**src/rtl/rca_pipe_pkg.sv**
```systemverilog
// Shared defaults, flag bundle and helpers for the pipelined ripple-carry adder.
package rca_pipe_pkg;

  localparam int DEF_WIDTH = 16;
  localparam int DEF_SEG   = 4;

  typedef struct packed {
    logic cout;
    logic ovf;
    logic zero;
  } flags_t;

  // A legal split has a positive segment width dividing the operand width exactly.
  function automatic bit split_ok(input int width, input int seg);
    return (seg > 0) && (width >= seg) && ((width % seg) == 0);
  endfunction

  // Single full-adder cell, returned as {carry, sum}.
  function automatic logic [1:0] full_add(input logic x, input logic y, input logic c);
    return {(x & y) | (c & (x ^ y)), x ^ y ^ c};
  endfunction

endpackage

```
**src/rtl/rca_seg.sv**
```systemverilog
// Combinational SEG-bit ripple-carry adder built from full-adder cells; also
// exposes the carry into the MSB so the last stage can derive signed overflow.
module rca_seg
  import rca_pipe_pkg::*;
#(
  parameter int SEG = DEF_SEG
) (
  input  logic [SEG-1:0] a_i,
  input  logic [SEG-1:0] b_i,
  input  logic           cin_i,
  output logic [SEG-1:0] sum_o,
  output logic           cout_o,
  output logic           c_msb_o
);

  logic       carry;
  logic [1:0] fa;

  // NOTE: combinational logic uses blocking '=' so the ripple reads the carry
  // just produced, and every output gets a default first so no latch is inferred.
  always_comb begin
    carry   = cin_i;
    fa      = '0;
    sum_o   = '0;
    c_msb_o = 1'b0;
    for (int i = 0; i < SEG; i++) begin
      c_msb_o  = carry;
      fa       = full_add(a_i[i], b_i[i], carry);
      sum_o[i] = fa[0];
      carry    = fa[1];
    end
    cout_o = carry;
  end

endmodule

```
**src/rtl/rca_pipe.sv**
```systemverilog
// Pipelined ripple-carry adder/subtractor: one SEG-bit segment per stage, carry
// registered between stages, operand skew in front and result deskew behind.
module rca_pipe
  import rca_pipe_pkg::*;
#(
  parameter int WIDTH = DEF_WIDTH,
  parameter int SEG   = DEF_SEG
) (
  input  logic             clk,
  input  logic             rst,
  input  logic             in_valid,
  output logic             in_ready,
  input  logic             sub,
  input  logic             cin,
  input  logic [WIDTH-1:0] a,
  input  logic [WIDTH-1:0] b,
  output logic             out_valid,
  input  logic             out_ready,
  output logic [WIDTH-1:0] sum,
  output logic             cout,
  output logic             ovf,
  output logic             zero
);

  localparam int D = WIDTH / SEG;

  if (!split_ok(WIDTH, SEG)) begin : g_bad_split
    $error("rca_pipe: WIDTH must be a non-zero multiple of SEG");
  end

  logic             en;
  logic [WIDTH-1:0] b_eff;
  logic             cin_eff;
  logic [D-1:0]     vld_q;
  logic [D-1:0]     carry_q;
  logic [D-1:0]     seg_cout;
  logic             last_c_msb;
  logic [WIDTH-1:0] aligned_sum;
  logic             out_valid_q;
  logic [WIDTH-1:0] sum_q;
  flags_t           flags_q;
  flags_t           flags_d;

  // One global enable: the whole pipe advances only when the output slot frees up.
  assign en       = out_ready || !out_valid_q;
  assign in_ready = en;

  // Subtraction is a + ~b + ~cin, so cin acts as a borrow-in.
  assign b_eff   = sub ? ~b : b;
  assign cin_eff = cin ^ sub;

  // NOTE: datapath registers carry no reset; only valid bits and the output
  // register are reset, since bubbles are tracked by the valid chain alone.
  always_ff @(posedge clk) begin
    if (en) begin
      carry_q[0] <= cin_eff;
      for (int k = 1; k < D; k++) begin
        carry_q[k] <= seg_cout[k-1];
      end
    end
  end

  for (genvar k = 0; k < D; k++) begin : g_stage
    logic [SEG-1:0] a_skew_q [k+1];
    logic [SEG-1:0] b_skew_q [k+1];
    logic [SEG-1:0] seg_sum;
    logic           seg_c_msb;

    always_ff @(posedge clk) begin
      if (en) begin
        a_skew_q[0] <= a[k*SEG +: SEG];
        b_skew_q[0] <= b_eff[k*SEG +: SEG];
        for (int j = 1; j <= k; j++) begin
          a_skew_q[j] <= a_skew_q[j-1];
          b_skew_q[j] <= b_skew_q[j-1];
        end
      end
    end

    rca_seg #(
      .SEG (SEG)
    ) u_seg (
      .a_i     (a_skew_q[k]),
      .b_i     (b_skew_q[k]),
      .cin_i   (carry_q[k]),
      .sum_o   (seg_sum),
      .cout_o  (seg_cout[k]),
      .c_msb_o (seg_c_msb)
    );

    if (k == D-1) begin : g_last
      assign aligned_sum[k*SEG +: SEG] = seg_sum;
      assign last_c_msb                = seg_c_msb;
    end else begin : g_mid
      // Earlier segments wait here until the top segment catches up.
      logic [SEG-1:0] dsk_q [D-1-k];
      logic           unused_c_msb;

      assign unused_c_msb = seg_c_msb;

      always_ff @(posedge clk) begin
        if (en) begin
          dsk_q[0] <= seg_sum;
          for (int j = 1; j < D-1-k; j++) begin
            dsk_q[j] <= dsk_q[j-1];
          end
        end
      end

      assign aligned_sum[k*SEG +: SEG] = dsk_q[D-2-k];
    end
  end

  always_comb begin
    flags_d      = '0;
    flags_d.cout = seg_cout[D-1];
    flags_d.ovf  = last_c_msb ^ seg_cout[D-1];
    flags_d.zero = (aligned_sum == '0);
  end

  always_ff @(posedge clk or negedge rst) begin
    if (!rst) begin
      vld_q       <= '0;
      out_valid_q <= 1'b0;
      sum_q       <= '0;
      flags_q     <= '0;
    end else if (en) begin
      vld_q[0] <= in_valid;
      for (int k = 1; k < D; k++) begin
        vld_q[k] <= vld_q[k-1];
      end
      out_valid_q <= vld_q[D-1];
      if (vld_q[D-1]) begin
        sum_q   <= aligned_sum;
        flags_q <= flags_d;
      end
    end
  end

  assign out_valid = out_valid_q;
  assign sum       = sum_q;
  assign cout      = flags_q.cout;
  assign ovf       = flags_q.ovf;
  assign zero      = flags_q.zero;

endmodule
```
**config.mk**
```make
export PLATFORM = sky130hd
export DESIGN_NAME = rca_pipe
export DESIGN_NICKNAME = d
export VERILOG_FILES = /design/src/rtl/rca_pipe_pkg.sv /design/src/rtl/rca_seg.sv /design/src/rtl/rca_pipe.sv
export SDC_FILE = /design/constraint.sdc
export NUM_CORES = 1
export LEC_CHECK = 0
export BUFFER_PORTS_ARGS = -buffer_cell sky130_fd_sc_hd__buf_2
export CAP_MARGIN = 20
export CORE_ASPECT_RATIO = 0.6
export CORE_MARGIN = 2
export CORE_UTILIZATION = 55
export DETAILED_ROUTE_END_ITERATION = 8
export PLACE_DENSITY = 0.75
export SYNTH_ARGS = -nofsm -noshare
export SYNTH_HDL_FRONTEND = slang
export SYNTH_SLANG_ARGS = --single-unit
```
**constraint.sdc**
```tcl
create_clock -name clk -period 5.5 [get_ports clk]
set_clock_uncertainty 0.15 [all_clocks]
set_input_delay 0.55 -clock clk [delete_from_list [all_inputs] [get_ports clk]]
set_output_delay 0.55 -clock clk [all_outputs]
set_load 0.03 [all_outputs]
```
==> results.toml <==
[floorplanning]
die-area_um2 = 9670
initial_core_util = 0.571
core_area_um2 = 8560
die_height_um = 77.0
rows = 26
num_io_pins = 59
die-width_um = 126

[grt]
antenna_found_initial = 0
grt_pass1_vias = 2112
grt_max_degree = 59
grt_usage = 0.149
grt_pass1_wl_mm = 10.6
gr-total-overflow = 0

[critical_path]
cp-end-kind = "flop"
r2r_start = "g_stage[3].b_skew_q[3][0]"
rr_endpoint = "zero"
path_max_fanout = 2
cp.arrival_ns = 2.93
ff2ff_path_depth = 10
crit_required_ns = 5.67
critPathKind = "reg -> reg"
ff2ff_setup_slack_ns = 2.74
critPathLaunchType = "flop"

[place]
dp_hpwl_mm = 4.01
place_congestion = 0.733
port_buffers = 58
place_inst = 409
dpl-instance-area_um2 = 5270

[yosys]
yosys.cell_types.count = 18
synth_seq_cells = 132
synth_area_leader_cell = "edfxtp_1"
syn-cell-area_um2 = 4880
synth_cells = 242
synth_area_leaders = "edfxtp_1 (66%), dfrtp_1 (12%), fa_1 (6.6%), inv_1 (3.2%), xor2_1 (3.0%)"
ys_seq_area_frac = 0.787
yosys_warnings = 0
syn-mean-instance-area_um2 = 20.2
syn_nets = 296
synth_top_area_frac = 0.664

[hold_path]
hold_path_class = "in -> reg"
whs_path_depth = 1
min_to = "g_stage[1].a_skew_q[0][2]"
holdCritStartpoint = "a[6]"

[sta]
rsz0062_at_grt = "no"
tns_ns = 0
slew_violations = 0
final-hold-violation-count = 0
holdWs_ns = 0.168
worst_slew_pin_slew_ns = 0.786
fin_crit_ns = 2.76
fin_crit_sh = 0.501
finalSetupViolations = 0
maxSlewHeadroom = 0.476
fmax_ghz = 0.363

[final_layout]
multi_input_comb_area_um2 = 832
syn_to_final_growth_pct = 19.6
drive_above_1_share = 0.318
final_cells = 442
fin_nets = 371
nFillCells = 586
regArea_um2 = 3840
final_cell_area_um2 = 5840
utilization = 0.682
antenna_cells = 0

[route]
routedWlPerCell_um = 14.3
dr.pass1.iters = 5
drtIter0Drc = 149
drcViolationCount = 0
wirelength_mm = 6.31
vias = 2063
vias_per_cell = 4.67
final_antenna_net_count = 0

[power]
ir_worst_vdd_uv = 286
leakage_nw = 2.44
cellPowerDensity_nw_per_um2 = 603

[clocking]
clock_latency_ns = 0.40
cts_tree = "done"
h-tree-depth = 4
cts.clk_slew.worst_paths_ns = 0.05
cts_resized = 0
cts-root-buf = "clkbuf_16"
numCtsBuffers = 17
clockBufferDepth = 2
cts_sinks = 132
cts_setup_buffers = 0

[outcome]
status = "finished, final reports clean"

[run]
cap_violations = 0
[cell usage after synthesis, drive strengths merged]
cell,number
dfrtp,24
buf,4
edfxtp,108
mux2,19
nand2b,1
fa,16
nand2,1
mux2i,4
xor2,17
nor4,2
xnor2,1
nand4,1
or2b,1
nor4b,2
inv,41
[layer usage]
metal,track usage,part of all wire,vias to the layer above
met5,0,0,-
met4,0.0800,0.022,0
met3,0.0614,0.060,15
met2,0.205,0.43,58
met1,0.205,0.49,999
li1,-,-,991
[worst max-delay path, cell delays in order, from the launching register on]
cell	delay [ns]
edfxtp_1	0.31
inv_1	0.05
fa_1	0.41
inv_1	0.09
fa_1	0.23
fa_1	0.23
inv_1	0.07
fa_1	0.55
nor4b_1	0.29
nand4_1	0.14
mux2i_1	0.16
[power breakdown]
group          internal [mW]  leakage [nW]  switching, mW  total (mW)
combinational          0.308         0.799          0.476       0.784
sequential              1.55          1.37          0.140        1.69
clock                  0.677         0.276          0.368        1.04
[final cells by class]
class                      count  area share
sequential                   132       0.658
tap                          112      0.0240
clock buffer                  27      0.0879
multi-input combinational     65       0.143
inverter                      41      0.0264
timing repair buffer          60      0.0527
clock inverter                 5     0.00814
[cells by family (layout without fill, tap and decap cells)]
group / Yosys count / count (layout) / share of synthesized area
mux: 23 / 23 / 0.0566
flops: 132 / 132 / 0.787
simple gates: 8 / 8 / 0.0159
buf+inv: 45 / 133 / 0.0423
fa+ha+maj: 16 / 16 / 0.0656
xor+xnor: 18 / 18 / 0.0323
[how the worst max path moves through the flow]
| stage | from | endpoint | slack, ns |
|---|---|---|---|
| 2_1_floorplan | g_stage[3].b_skew_q[3][0] | zero | 2.95 |
| 3_3_place_gp | g_stage[3].b_skew_q[3][0] | zero | 2.86 |
| 3_5_place_dp | g_stage[3].b_skew_q[3][0] | zero | 2.78 |
| 4_1_cts | g_stage[3].b_skew_q[3][0] | zero | 2.75 |
| 5_1_grt | g_stage[3].b_skew_q[3][0] | zero | 2.59 |
| 6_report | g_stage[3].b_skew_q[3][0] | zero | 2.74 |
[timing repair]
item,CTS,global route
endpoints found under the setup margin,0,0
hold buffers,1,0
endpoints found under the hold margin,24,0
[flip-flops by register name, summed over array words and instances (netlist names)]
register and flops:
carry_q 4, cout 1, g_stage.a_skew_q 40, g_stage.b_skew_q 40
g_stage.g_mid.dsk_q 24, out_valid 1, ovf 1, sum 16
vld_q 4, zero 1
[cell usage in the layout (no fill, tap or decap)]
cell type and count:
buf_2 58, buf_4 1, bufinv_16 1, clkbuf_1 5, clkbuf_16 17, clkbuf_8 5
clkinv_1 2, clkinv_2 2, dfrtp_1 24, dlygate4sd3_1 1, edfxtp_1 108, fa_1 16
inv_1 41, mux2_2 13, mux2_4 6, mux2i_1 4, nand2_8 1, nand2b_4 1
nand4_1 1, nor4_1 2, nor4b_1 2, or2b_1 1, xnor2_1 1, xor2_1 17
[per-stage QoR]
stage,power [mW],setup slack (ns)
2_1_floorplan,2.26,2.95
3_3_place_gp,2.46,2.86
6_report,3.52,2.74
5_1_grt,3.72,2.59
3_5_place_dp,2.51,2.78
4_1_cts,3.56,2.75
Power figures use the tool's default switching activity.
